File: config.mk
export PLATFORM = sky130hd
export DESIGN_NAME = uart_io_ctrl
export DESIGN_NICKNAME = d
export VERILOG_FILES = /design/src/rtl/uart_io_ctrl.sv
export SDC_FILE = /design/constraint.sdc
export NUM_CORES = 1
export LEC_CHECK = 0
export ABC_AREA = 0
export CAP_MARGIN = 20
export CORE_AREA = 2 2 118 235
export CTS_BUF_LIST = sky130_fd_sc_hd__clkbuf_8
export CTS_CLUSTER_SIZE = 10
export DETAILED_ROUTE_END_ITERATION = 6
export DIE_AREA = 0 0 120 237
export RECOVER_POWER = 100
export SETUP_SLACK_MARGIN = 0.3
export SYNTH_ARGS = -nofsm -noshare
export SYNTH_HDL_FRONTEND = slang
export SYNTH_SLANG_ARGS = --single-unit
File: constraint.sdc
create_clock -name clk -period 4.4 [get_ports clk]
set_input_delay 0.88 -clock clk [delete_from_list [all_inputs] [get_ports clk]]
set_output_delay 0.88 -clock clk [all_outputs]
set_load 0.02 [all_outputs]
File: src/rtl/uart_io_ctrl.sv
// uart_io_ctrl: sequences exec-stage UART write/read requests onto a byte-wide PHY, with an RX FIFO.
// Optional macro UART_WORD_EN: each request moves 4 little-endian bytes instead of 1.
module uart_io_ctrl #(
    parameter int RX_AW = 4
) (
    input  logic             clk,
    input  logic             rstn,
    input  logic             wr_req,
    input  logic [31:0]      wr_data,
    output logic             wr_done,
    input  logic             rd_req,
    output logic             rd_done,
    output logic [31:0]      rd_data,
    output logic [7:0]       tx_data,
    output logic             tx_valid,
    input  logic             tx_ready,
    input  logic [7:0]       rx_data,
    input  logic             rx_valid,
    output logic [RX_AW:0]   rx_count,
    output logic             rx_overrun
);
    localparam int DEPTH = 2 ** RX_AW;
    localparam logic [RX_AW:0]   FULL_COUNT = (RX_AW + 1)'(DEPTH);
    localparam logic [RX_AW:0]   CNT_ONE    = (RX_AW + 1)'(1);
    localparam logic [RX_AW-1:0] PTR_ONE    = RX_AW'(1);
`ifdef UART_WORD_EN
    localparam int TX_W = 32;
`else
    localparam int TX_W = 8;
`endif

    typedef enum logic {T_IDLE = 1'b0, T_SEND = 1'b1} tx_state_t;
    typedef enum logic {R_IDLE = 1'b0, R_COLLECT = 1'b1} rx_state_t;

    tx_state_t         tx_state_r, tx_state_s;
    rx_state_t         rx_state_r, rx_state_s;
    logic [TX_W-1:0]   tx_buf_r;
    logic              tx_valid_r, wr_done_r;
    logic              tx_hs_s, tx_last_s;
    logic              rd_done_r, rx_overrun_r, rx_last_s;
    logic [31:0]       rd_data_r;
    logic [7:0]        mem_r [DEPTH];
    logic [RX_AW-1:0]  wptr_r, rptr_r;
    logic [RX_AW:0]    count_r;
    logic              full_s, pop_s, push_s;
    logic [7:0]        pop_byte_s;

`ifdef UART_WORD_EN
    logic [1:0]        tx_idx_r, rx_idx_r;
    logic [23:0]       asm_r;
    assign tx_last_s = (tx_idx_r == 2'd3);
    assign rx_last_s = (rx_idx_r == 2'd3);
`else
    logic              wr_data_unused_s;
    assign wr_data_unused_s = ^wr_data[31:8];
    assign tx_last_s = 1'b1;
    assign rx_last_s = 1'b1;
`endif

    assign full_s     = (count_r == FULL_COUNT);
    assign pop_s      = (rx_state_r == R_COLLECT) && (count_r != '0);
    assign push_s     = rx_valid && (!full_s || pop_s);
    assign pop_byte_s = mem_r[rptr_r];

    // TX next-state and handshake decode
    always_comb begin
        tx_state_s = tx_state_r;
        tx_hs_s    = 1'b0;
        case (tx_state_r)
            T_IDLE: begin
                if (wr_req) tx_state_s = T_SEND;
                else        tx_state_s = T_IDLE;
            end
            T_SEND: begin
                // tx_valid_r is high for the whole of T_SEND
                tx_hs_s = tx_ready;
                if (tx_ready && tx_last_s) tx_state_s = T_IDLE;
                else                       tx_state_s = T_SEND;
            end
            default: tx_state_s = T_IDLE;
        endcase
    end

    // TX state, byte buffer and registered TX outputs
    always_ff @(posedge clk or negedge rstn) begin
        if (!rstn) begin
            tx_state_r <= T_IDLE;
            tx_valid_r <= 1'b0;
            wr_done_r  <= 1'b0;
            tx_buf_r   <= '0;
`ifdef UART_WORD_EN
            tx_idx_r   <= 2'd0;
`endif
        end else begin
            tx_state_r <= tx_state_s;
            tx_valid_r <= (tx_state_s == T_SEND);
            wr_done_r  <= tx_hs_s && tx_last_s;
            if ((tx_state_r == T_IDLE) && wr_req) begin
                tx_buf_r <= wr_data[TX_W-1:0];
`ifdef UART_WORD_EN
                tx_idx_r <= 2'd0;
`endif
            end else if (tx_hs_s) begin
`ifdef UART_WORD_EN
                tx_buf_r <= {8'h00, tx_buf_r[31:8]};
                tx_idx_r <= tx_idx_r + 2'd1;
`else
                tx_buf_r <= tx_buf_r;
`endif
            end else begin
                tx_buf_r <= tx_buf_r;
            end
        end
    end

    // RX FIFO storage; contents are don't-care while the FIFO is empty
    always_ff @(posedge clk) begin
        if (push_s) begin
            mem_r[wptr_r] <= rx_data;
        end
    end

    // RX FIFO pointers, occupancy and sticky overrun
    always_ff @(posedge clk or negedge rstn) begin
        if (!rstn) begin
            wptr_r       <= '0;
            rptr_r       <= '0;
            count_r      <= '0;
            rx_overrun_r <= 1'b0;
        end else begin
            if (push_s) wptr_r <= wptr_r + PTR_ONE;
            if (pop_s)  rptr_r <= rptr_r + PTR_ONE;
            case ({push_s, pop_s})
                2'b10:   count_r <= count_r + CNT_ONE;
                2'b01:   count_r <= count_r - CNT_ONE;
                default: count_r <= count_r;
            endcase
            if (rx_valid && !push_s) rx_overrun_r <= 1'b1;
        end
    end

    // RX next-state decode
    always_comb begin
        rx_state_s = rx_state_r;
        case (rx_state_r)
            R_IDLE: begin
                if (rd_req) rx_state_s = R_COLLECT;
                else        rx_state_s = R_IDLE;
            end
            R_COLLECT: begin
                if (pop_s && rx_last_s) rx_state_s = R_IDLE;
                else                    rx_state_s = R_COLLECT;
            end
            default: rx_state_s = R_IDLE;
        endcase
    end

    // RX state, word assembly and registered read result
    always_ff @(posedge clk or negedge rstn) begin
        if (!rstn) begin
            rx_state_r <= R_IDLE;
            rd_done_r  <= 1'b0;
            rd_data_r  <= 32'h0000_0000;
`ifdef UART_WORD_EN
            rx_idx_r   <= 2'd0;
            asm_r      <= 24'h00_0000;
`endif
        end else begin
            rx_state_r <= rx_state_s;
            rd_done_r  <= pop_s && rx_last_s;
            if (pop_s) begin
`ifdef UART_WORD_EN
                // first popped byte ends up in rd_data[7:0]
                asm_r    <= {pop_byte_s, asm_r[23:8]};
                rx_idx_r <= rx_idx_r + 2'd1;
                if (rx_last_s) rd_data_r <= {pop_byte_s, asm_r};
`else
                rd_data_r <= {24'h00_0000, pop_byte_s};
`endif
            end
        end
    end

    assign wr_done    = wr_done_r;
    assign tx_valid   = tx_valid_r;
    assign tx_data    = tx_buf_r[7:0];
    assign rd_done    = rd_done_r;
    assign rd_data    = rd_data_r;
    assign rx_count   = count_r;
    assign rx_overrun = rx_overrun_r;

endmodule

==> impl_metrics.json, run 1 <==
{
  "postCtsSetupRepairBufs": 0,
  "wire_per_inst_um": 15.60,
  "fmax_mhz": 274.9,
  "final_nets": 475,
  "synth-compound-area-share_pct": 2.244,
  "gr-total-overflow": 0,
  "ctsResizeCount": 0,
  "final.min_clock_period_ns": 3.638,
  "avgSynthCellArea_um2": 17.88,
  "yosysWarnings": 0,
  "p_leak_nw": 2.621,
  "cts-buffers-inserted": 17,
  "r2r-end": "rx_count[4]$_DFFE_PN0P_",
  "fp.dieW_um": 120,
  "synth.top_cells.by_area": "edfxtp_1, dfrtp_1, mux4_2, buf_4, ha_1",
  "antenna_left": 0,
  "synth-edff-count": 128,
  "hold_class": "register to register",
  "synth_top_area_share_pct": 58.41,
  "hpwl_mm": 7.937,
  "num_rows": 85,
  "synth-simple-area-share_pct": 4.583,
  "setup_viol": 0,
  "p_per_area_nw_per_um2": 603.5,
  "path_max_fanout": 9,
  "violations": "max-capacitance violations, max-slew violations",
  "clock_latency_ns": 0.46,
  "crit_path_start": "rx_count[1]$_DFFE_PN0P_",
  "ys_ff_latch": 162,
  "seqPwrFrac_pct": 46.5,
  "synth_top_family_by_area": "multiplexers",
  "post-synth-top-area-cell": "edfxtp_1",
  "antennaDiodeCount": 0,
  "hold_violations": 0,
  "stdcell_count": 780,
  "required_ns": 4.75,
  "io_pins": 95,
  "slew-limit-headroom_pct": -18.78,
  "muxShareOfSynthArea_pct": 13.88,
  "num_vias": 3187,
  "io_buffers": 46,
  "drc": 0,
  "vdd_drop_max_uv": 266.6,
  "synth_ff_type": "edfxtp_1",
  "cts_tree": "done",
  "outcome": "complete, but fails checks",
  "synth_top_cells_by_count": "edfxtp_1, dfrtp_1, mux4_2",
  "whs_ns": 0.4743,
  "synth-adder-area-share_pct": 2.016,
  "regToRegSetupSlack_ns": 0.76,
  "synth_xor_area_share_pct": 1.331,
  "clk_pin_slew_ns": 0.09,
  "place_congestion": 0.7054,
  "drv_cap": 5,
  "p_comb_share_pct": 31.5,
  "core-area_um2": 26690,
  "critPathKind": "register to register",
  "die_y_um": 237,
  "drt_wl_total_mm": 12.17,
  "drt_pass1_iterations": 4,
  "pwr-share-clk_pct": 22.0,
  "start_util_pct": 24.65,
  "vias_per_cell": 4.086,
  "place_inst": 748,
  "r2r-start": "rx_count[1]$_DFFE_PN0P_",
  "cts_root_buffer": "clkbuf_8",
  "cp.arrival_ns": 3.98,
  "antenna_found_initial": 0,
  "start_kind": "register",
  "numClockSinks": 162,
  "cts.htree.levels": 4,
  "drt_iter0_drc": 216,
  "dieArea_um2": 28440,
  "grtUsageTotal_pct": 9.003,
  "synthDistinctLibCells": 37,
  "final_max_slew_viol_count": 85,
  "rsz0062_at_grt": "no",
  "clock_skew_ns": 0.01347,
  "filler_cell_count": 2648,
  "ys_seq_area_share_pct": 71.34,
  "cts_hold_buf": 0,
  "r2r_cells": 12,
  "areaGrowthSynthToFinish_pct": 16.81,
  "p_sw_share_pct": 33.46,
  "tns_ns": 0,
  "min_period_over_period_pct": 82.67,
  "grt_pass1_wl_mm": 19.01,
  "ys_async_sr_fraction_pct": 20.99,
  "internal_power_mw": 3.086,
  "tightest_slew_ns": 1.782,
  "synth_area_um2": 6580,
  "synth_cells": 368,
  "cp-end-kind": "register",
  "drive_gt1_share_pct": 18.29,
  "grt_max_degree": 35,
  "endpoint": "rx_count[4]$_DFFE_PN0P_",
  "clockBufferDepth": 2,
  "grt_pass1_vias": 3285,
  "yosysMostFrequentCell": "edfxtp_1",
  "p_sw_mw": 1.552
}
[worst min-delay path by stage]
stage | start | slack (ns) | depth (start not counted) | end
global route | rd_data[1]$_DFFE_PN0P_ | 0.50 | 2 | rd_data[1]$_DFFE_PN0P_
floorplan | rx_state_r$_DFF_PN0_ | 0.48 | 2 | rx_state_r$_DFF_PN0_
finish | rd_data[2]$_DFFE_PN0P_ | 0.47 | 2 | rd_data[2]$_DFFE_PN0P_
global placement | rd_data[3]$_DFFE_PN0P_ | 0.46 | 2 | rd_data[3]$_DFFE_PN0P_
detailed placement | rd_data[2]$_DFFE_PN0P_ | 0.47 | 2 | rd_data[2]$_DFFE_PN0P_
CTS | rstn | 0.48 | 1 | rd_data[0]$_DFFE_PN0P_
[cell usage in the layout, fill, tap and decap left out, types with 10 or more instances in the layout]
master         count
edfxtp_1         128
dfrtp_1           34
conb_1            24
nor2_1            16
mux4_2            33
nand2_1           28
clkbuf_8          18
dlygate4sd3_1     36
inv_1             10
o21ai_0           12
[logic make-up (layout without fill, tap and decap cells)]
kind of cell,Yosys count,count (layout)
flops,162,162
compound gates,23,23
simple gates,63,63
fa+ha+maj,10,10
buf+inv,50,91
other cells,1,24
mux,49,49
xor+xnor,10,10
[layout make-up]
type / instances / area (um^2) / area share (%)
inverter: 9 / 33.78 / 0.4395
multi-input combinational: 179 / 1667 / 21.68
clock inverter: 14 / 131.4 / 1.709
timing repair buffer: 50 / 476.7 / 6.202
clock buffer: 18 / 247.7 / 3.223
tap: 348 / 435.4 / 5.665
sequential: 162 / 4695 / 61.08
[registers in the layout, summed over array words and instances, names as in the netlist]
name / cells
rx_state_r: 1
tx_valid: 1
wr_done: 1
rptr_r: 4
rd_data: 8
rd_done: 1
wptr_r: 4
rx_count: 5
tx_data: 8
mem_r: 128
rx_overrun: 1
[power by group through the flow]
stage               registers [mW]  logic (mW)  clock network, mW
detailed placement            2.21        1.53                  0
floorplan                     2.15        1.06                  0
global placement              2.20        1.52                  0
finish                        2.16        1.46               1.02
CTS                           2.17        1.54               1.05
global route                  2.20        1.61               1.11
[layer usage]
metal / vias to the layer above / global-route usage, % / wire length, um
met4: 0 / 3.743 / 231
met5: - / 0 / 0
met1: 1634 / 11.28 / 5298
met2: 82 / 14.84 / 6121
met3: 18 / 2.095 / 520
li1: 1453 / - / -
[worst max-delay path: stages, from the launching register on]
cell,delay [ns]
dfrtp_1,0.42
or4_1,0.58
or3b_1,0.39
and2_0,0.37
inv_1,0.13
ha_1,0.23
inv_1,0.11
fa_1,0.42
nor2b_1,0.12
o21ai_0,0.10
nand3_1,0.09
or3b_2,0.45
xnor2_1,0.13
[through the flow]
| stage | cell area [um^2] | util [%] | setup slack (ns) | power, mW |
|---|---|---|---|---|
| 2_1_floorplan | 6666 | - | 1.049 | 3.208 |
| 3_3_place_gp | 7337 | 27.49 | 1.026 | 3.714 |
| 3_5_place_dp | 7337 | 27.49 | 1.001 | 3.740 |
| 4_1_cts | 7716 | 28.91 | 0.9878 | 4.765 |
| 5_1_grt | 7686 | 28.79 | 0.4274 | 4.912 |
| 6_report | 7686 | 28.79 | 0.7623 | 4.638 |
No activity file was read; power rests on OpenSTA's default activity.
==> inputs of run 2 (changes only) <==
- clock period: 4.4 -> 3.5 ns (I/O delays scaled with it)
==> run 2 against run 1 <==
The run still ends with max-capacitance violations, max-slew violations left. Combinational power rose by 36%. Fmax rose by 14%. Sequential share of layout area fell by 1.5 points. Critical path depth did not move. Final cell count rose by 2.9%. Critical path type unchanged. First-iteration DRC count rose by 0.46%. Non-clock buffer count rose by 23. Die area did not move. Hold slack improved by 0.00058 ns.
==> impl_metrics.json, run 2 (synthesis results as in run 1) <==
{
  "filler_cell_count": 2650,
  "tns_ns": 0,
  "r2r-end": "rx_count[4]$_DFFE_PN0P_",
  "clock_latency_ns": 0.45,
  "pwr-share-clk_pct": 24.6,
  "num_vias": 3270,
  "cpPeakStageDelay_ns": 0.53,
  "antenna_left": 0,
  "worst-path-stages": 12,
  "cts.htree.levels": 4,
  "dp_slack_ns": 0.3246,
  "start_kind": "register",
  "p_sw_share_pct": 31.82,
  "die_y_um": 237,
  "areaGrowthSynthToFinish_pct": 19.72,
  "antenna_found_initial": 0,
  "gr-total-overflow": 0,
  "cp-end-kind": "register",
  "fp.dieW_um": 120,
  "drc": 0,
  "hpwl_mm": 8.182,
  "critical-path-slowest-cell": "or4_1",
  "min_period_over_period_pct": 91.05,
  "cp.arrival_ns": 3.53,
  "hold_violations": 0,
  "io_pins": 95,
  "fin_util_pct": 29.51,
  "drt_iter0_drc": 217,
  "final_common_cell": "edfxtp_1",
  "vias_per_cell": 4.072,
  "final_cell_mix": "edfxtp_1, dlygate4sd3_1, mux4_2, dfrtp_1, nand2_1",
  "critical-path-top-delay-family": "simple AND/OR/NAND/NOR gates",
  "place_congestion": 0.7126,
  "p_comb_share_pct": 32.2,
  "multi_input_area_um2": 1678,
  "core-area_um2": 26690,
  "path_max_fanout": 4,
  "drv_cap": 1,
  "worstPathCellList": "or4_1, or3b_1, and2_0, clkinv_1, ha_4, inv_2, fa_1, nor2b_2, o21ai_2, nand3_1, or3b_2, xnor2_1",
  "final.min_clock_period_ns": 3.187,
  "setup_viol": 0,
  "numClockSinks": 162,
  "num_rows": 85,
  "dieArea_um2": 28440,
  "required_ns": 3.84,
  "p_leak_nw": 2.701,
  "slew-limit-headroom_pct": -18.68,
  "outcome": "complete, but fails checks",
  "regMostFlops": "mem_r",
  "cts_tree": "done",
  "clock_skew_ns": 0.01382,
  "clockBufferDepth": 2,
  "crit_path_start": "rx_count[0]$_DFFE_PN0P_",
  "regToRegSetupSlack_ns": 0.31,
  "seqPwrFrac_pct": 43.2,
  "drt_pass1_iterations": 4,
  "clk_pin_slew_ns": 0.09,
  "critPathKind": "register to register",
  "cts-buffers-inserted": 17,
  "grt_pass1_vias": 3303,
  "final_nets": 498,
  "setup_ws_ns": 0.3134,
  "grtUsageTotal_pct": 9.141,
  "start_util_pct": 24.65,
  "io_buffers": 46,
  "p_per_area_nw_per_um2": 783.3,
  "vdd_drop_max_uv": 324.5,
  "grt_max_degree": 35,
  "fmax_mhz": 313.8,
  "grt_pass1_wl_mm": 19.52,
  "tightest_slew_ns": 1.780,
  "final_max_slew_viol_count": 35,
  "drive_gt1_share_pct": 19.56,
  "internal_power_mw": 4.207,
  "r2r-start": "rx_count[0]$_DFFE_PN0P_",
  "rsz0062_at_grt": "no",
  "hold_class": "register to register",
  "crit_buf_inv": 2,
  "seq_area_um2": 4697,
  "drt_wl_total_mm": 12.44,
  "wire_per_inst_um": 15.50,
  "r2r_cells": 12,
  "antennaDiodeCount": 0,
  "endpoint": "rx_count[4]$_DFFE_PN0P_",
  "violations": "max-capacitance violations, max-slew violations",
  "cts_root_buffer": "clkbuf_8",
  "largest_reg_flops": 128,
  "p_sw_mw": 1.963
}
## run 2: final cells by class
| class | instances | share of cell area [%] |
|---|---|---|
| clock buffer | 17 | 2.970 |
| multi-input combinational | 179 | 21.30 |
| clock inverter | 15 | 2.700 |
| timing repair buffer | 73 | 7.449 |
| sequential | 162 | 59.63 |
| tap | 348 | 5.527 |
| inverter | 9 | 0.4288 |
## run 2: metrics by stage
step | hold WS, ns | instance area (um^2) | power, mW | instances
6_report | 0.4749 | 7878 | 6.170 | 803
5_1_grt | 0.5235 | 7878 | 6.524 | 803
4_1_cts | 0.3139 | 7914 | 6.285 | 797
3_5_place_dp | 0.4638 | 7467 | 4.771 | 765
3_3_place_gp | 0.4635 | 7467 | 4.729 | 765
2_1_floorplan | 0.4044 | 6684 | 4.050 | 391
## run 2: worst reg2reg max path, stage by stage (launching register included)
cell,delay (ns)
dfrtp_2,0.42
or4_1,0.53
or3b_1,0.41
and2_0,0.19
clkinv_1,0.07
ha_4,0.15
inv_2,0.05
fa_1,0.40
nor2b_2,0.14
o21ai_2,0.07
nand3_1,0.07
or3b_2,0.45
xnor2_1,0.13
## run 2: per-layer routing
metal  global-route usage (%)  up-vias  share of wire (%)
met5                        0        -                  0
met4                    3.209        0                1.2
met3                    2.288       12                4.4
met2                    14.89       80                 49
met1                    11.76     1679                 45
li1                         -     1499                  -
## run 2: worst min path at each step
stage                                 from                endpoint  cells past startpoint
floorplan                             rstn  rd_data[0]$_DFFE_PN0P_                      0
global placement    rd_data[2]$_DFFE_PN0P_  rd_data[2]$_DFFE_PN0P_                      2
detailed placement  rd_data[2]$_DFFE_PN0P_  rd_data[2]$_DFFE_PN0P_                      2
CTS                                   rstn  rd_data[4]$_DFFE_PN0P_                      1
global route        tx_data[2]$_DFFE_PN0P_  tx_data[2]$_DFFE_PN0P_                      1
finish              rd_data[2]$_DFFE_PN0P_  rd_data[2]$_DFFE_PN0P_                      2
## run 2: timing repair
item,4_1_cts,5_1_grt
buffers inserted,0,6
resized for setup,0,3
endpoints found under the setup margin,0,1
hold buffers,0,0
## run 2: power by group through the flow
stage,sequential (mW),clock (mW),combinational [mW]
CTS,2.69,1.55,2.05
detailed placement,2.73,0,2.04
global route,2.72,1.62,2.19
global placement,2.71,0,2.02
finish,2.66,1.52,1.99
floorplan,2.71,0,1.34
==> RTL edit (flow settings as in run 1) <==
Make the reset (`rstn`) synchronous in 3 clocked blocks.
--- a/src/rtl/uart_io_ctrl.sv
+++ b/src/rtl/uart_io_ctrl.sv
@@ -82,7 +82,7 @@
     end
 
     // TX state, byte buffer and registered TX outputs
-    always_ff @(posedge clk or negedge rstn) begin
+    always_ff @(posedge clk) begin
         if (!rstn) begin
             tx_state_r <= T_IDLE;
             tx_valid_r <= 1'b0;
@@ -121,7 +121,7 @@
     end
 
     // RX FIFO pointers, occupancy and sticky overrun
-    always_ff @(posedge clk or negedge rstn) begin
+    always_ff @(posedge clk) begin
         if (!rstn) begin
             wptr_r       <= '0;
             rptr_r       <= '0;
@@ -156,7 +156,7 @@
     end
 
     // RX state, word assembly and registered read result
-    always_ff @(posedge clk or negedge rstn) begin
+    always_ff @(posedge clk) begin
         if (!rstn) begin
             rx_state_r <= R_IDLE;
             rd_done_r  <= 1'b0;
Check against the original RTL: differs if rstn is asserted again (counterexample within 4 cycles, from zero or initial values and one cycle with rstn low); with rstn held inactive, the same outputs for 10 cycles.
==> RTL edit against run 1 <==
- global-route usage is 0.065 points lower
- area after synthesis is 1.1% lower
- hold slack worse by 0.022 ns
- fmax is 22% higher
- highest routed layer is now met5
- sequential cell count stayed put
- the run still ends with capacitance limit, slew limit left
- wire length is 0.85% higher
- final area is 0.57% lower
- worst setup slack better by 0.65 ns
Power is not compared: it rests on default switching activity, and its combinational part moved more than twofold at a synthesized area within 25%.
==> RTL edit: results (changes against run 1) <==
stage,metric,value,unit,change
status,status,finished with violations,,
status,failing checks,"capacitance limit, slew limit",,
yosys,post-synth cell types,36,,-2.7%
worst_setup_path,Worst path top cell family by delay,flip-flops,,
drt,Post-Route WL,12.3,mm,+0.85%
yosys,"EDFF count, synth",128,,unchanged
yosys,"Warnings, synthesis",0,,unchanged
clocking,TritonCTS buffer count,17,,unchanged
sta,Max-slew headroom,-11.6,%,+7.2 points
worst_setup_path,Worst path max stage delay,1.45,ns,+0.87 ns
yosys,"top cells by area, synth","edfxtp_1 59%, mux4_2 11%, dfxtp_1 10%, buf_4 2.8%, mux2i_1 2.6%",,
sta,final slew viol count,25,,-71%
yosys,Synth top cells by count,"128 x edfxtp_1, 34 x dfxtp_1, 32 x mux4_2",,
worst_setup_path,CP Max Fanout,24,,+15
grt,vias in the first global route,3433,,+4.5%
flow_run,Max Cap Violations,1,,-4
clocking,CTS root buf,clkbuf_8,,
grt,total global-route track usage,8.94,%,-0.065 points
hold_path,Hold Crit Class,reg -> reg,,
drt,1st-iter DRT viols,177,,-18%
sta,final setup fails,0,,unchanged
yosys,"Seq/Total Area, Yosys",69.5,%,-1.8 points
yosys,"FFs w/ async S/R, synth",0,%,-21 points
cells_and_area,# fillers,2651,,+0.11%
clocking,H-Tree Depth,4,,unchanged
worst_setup_path,slowest CP cell,dfxtp_1,,
grt,largest net degree at the start of global routing,36,,+2.9%
placed_design,Final HPWL DP,7.90,mm,-0.53%
cells_and_area,n_diodes,0,,unchanged
placed_design,Final GP Congestion,0.767,,+8.7%
cells_and_area,share of layout cells above drive strength 1,14.2,%,-4.1 points
grt,global-route wire length before repair,19.0,mm,+0.18%
clocking,Post-CTS Setup Bufs,0,,unchanged
placed_design,dpl cell area,7270,um2,-0.85%
power,Leakage,2.49,nW,
power,Peak supply drop,222,uV,
clocking,"Reg clk slew, reported paths",0.08,ns,
cells_and_area,fin nets,501,,+5.5%
grt,initial antenna violation count,1,,+1
drt,Vias per Instance,4.17,,+2.1%
cells_and_area,max reg flops,128,,unchanged
clocking,Max clock buf depth,2,,unchanged
clocking,clock latency reported for the late side of the worst-skew pair,0.45,ns,
sta,final setup skew,0.0135,ns,-0.0000122 ns
drt,router iterations before antenna repair,4,,unchanged
## RTL edit: cell count changes after synthesis, moves of 3 or more
cell	delta
clkbuf_1	+5
o21a_1	+4
dfxtp_1	+34
nor2_1	+9
nand3_1	+10
dfrtp_1	-34
xnor2_1	-3
a21oi_1	+11
o21ai_0	-9
mux2_2	-8
mux2i_1	+9
## RTL edit: kinds of logic (layout without fill, tap and decap cells)
group	after synthesis	count (layout)	synth area share (%)
flops	162	162	69.5
simple gates	80	80	5.52
buf+inv	51	93	4.56
mux	50	50	13.9
compound gates	32	32	3.38
fa+ha+maj	9	9	1.85
xor+xnor	9	9	1.21
other cells	1	24	0.0576
## RTL edit: power by group
group / switching [mW] / leakage, nW / internal [mW] / total, mW
clock: 0.504 / 0.195 / 0.488 / 0.992
combinational: 0.222 / 0.857 / 0.204 / 0.426
sequential: 0.0587 / 1.43 / 1.70 / 1.76
total: 0.785 / 2.49 / 2.39 / 3.18
## RTL edit: worst paths after layout
kind                      to  cells after the start       start  slack, ns
setup / recovery  rd_data[7]                      4   rptr_r[0]       1.42
hold / removal    tx_data[7]                      2  tx_data[7]       0.45
setup reg to reg  rd_data[7]                      4   rptr_r[0]       1.42
hold reg to reg   tx_data[7]                      2  tx_data[7]       0.45
## RTL edit: metal layers
metal  wire (um)  vias to the layer above  global-route usage, %
met5           7                        -                      0
met4         190                        2                   3.21
met3         948                       18                   2.46
met2        6180                      118                   15.1
met1        4950                     1665                   10.9
li1            -                     1563                      -
## RTL edit: layout make-up
type                    count  area, um2  area share, %
flip-flops and latches    162       4520           59.2
clock inverters            15        130           1.70
inverters                   7       26.3          0.344
multi-input cells         204       1770           23.2
clock buffers              17        234           3.06
repair buffers             54        522           6.83
well taps                 348        435           5.70
## RTL edit: per-stage QoR
step | cells | setup slack [ns]
after floorplan | 417 | 1.65
after global placement | 774 | 1.34
after detailed placement | 774 | 1.32
after CTS | 806 | 1.51
after global routing | 807 | 1.07
final | 807 | 1.42
## RTL edit: worst register-to-register path: cells and delay by family (launching register included)
| kind | cells | cell delay [ns] |
|---|---|---|
| flops | 1 | 1.45 |
| compound gates | 1 | 0.16 |
| buf+inv | 1 | 0.46 |
| mux | 2 | 0.78 |
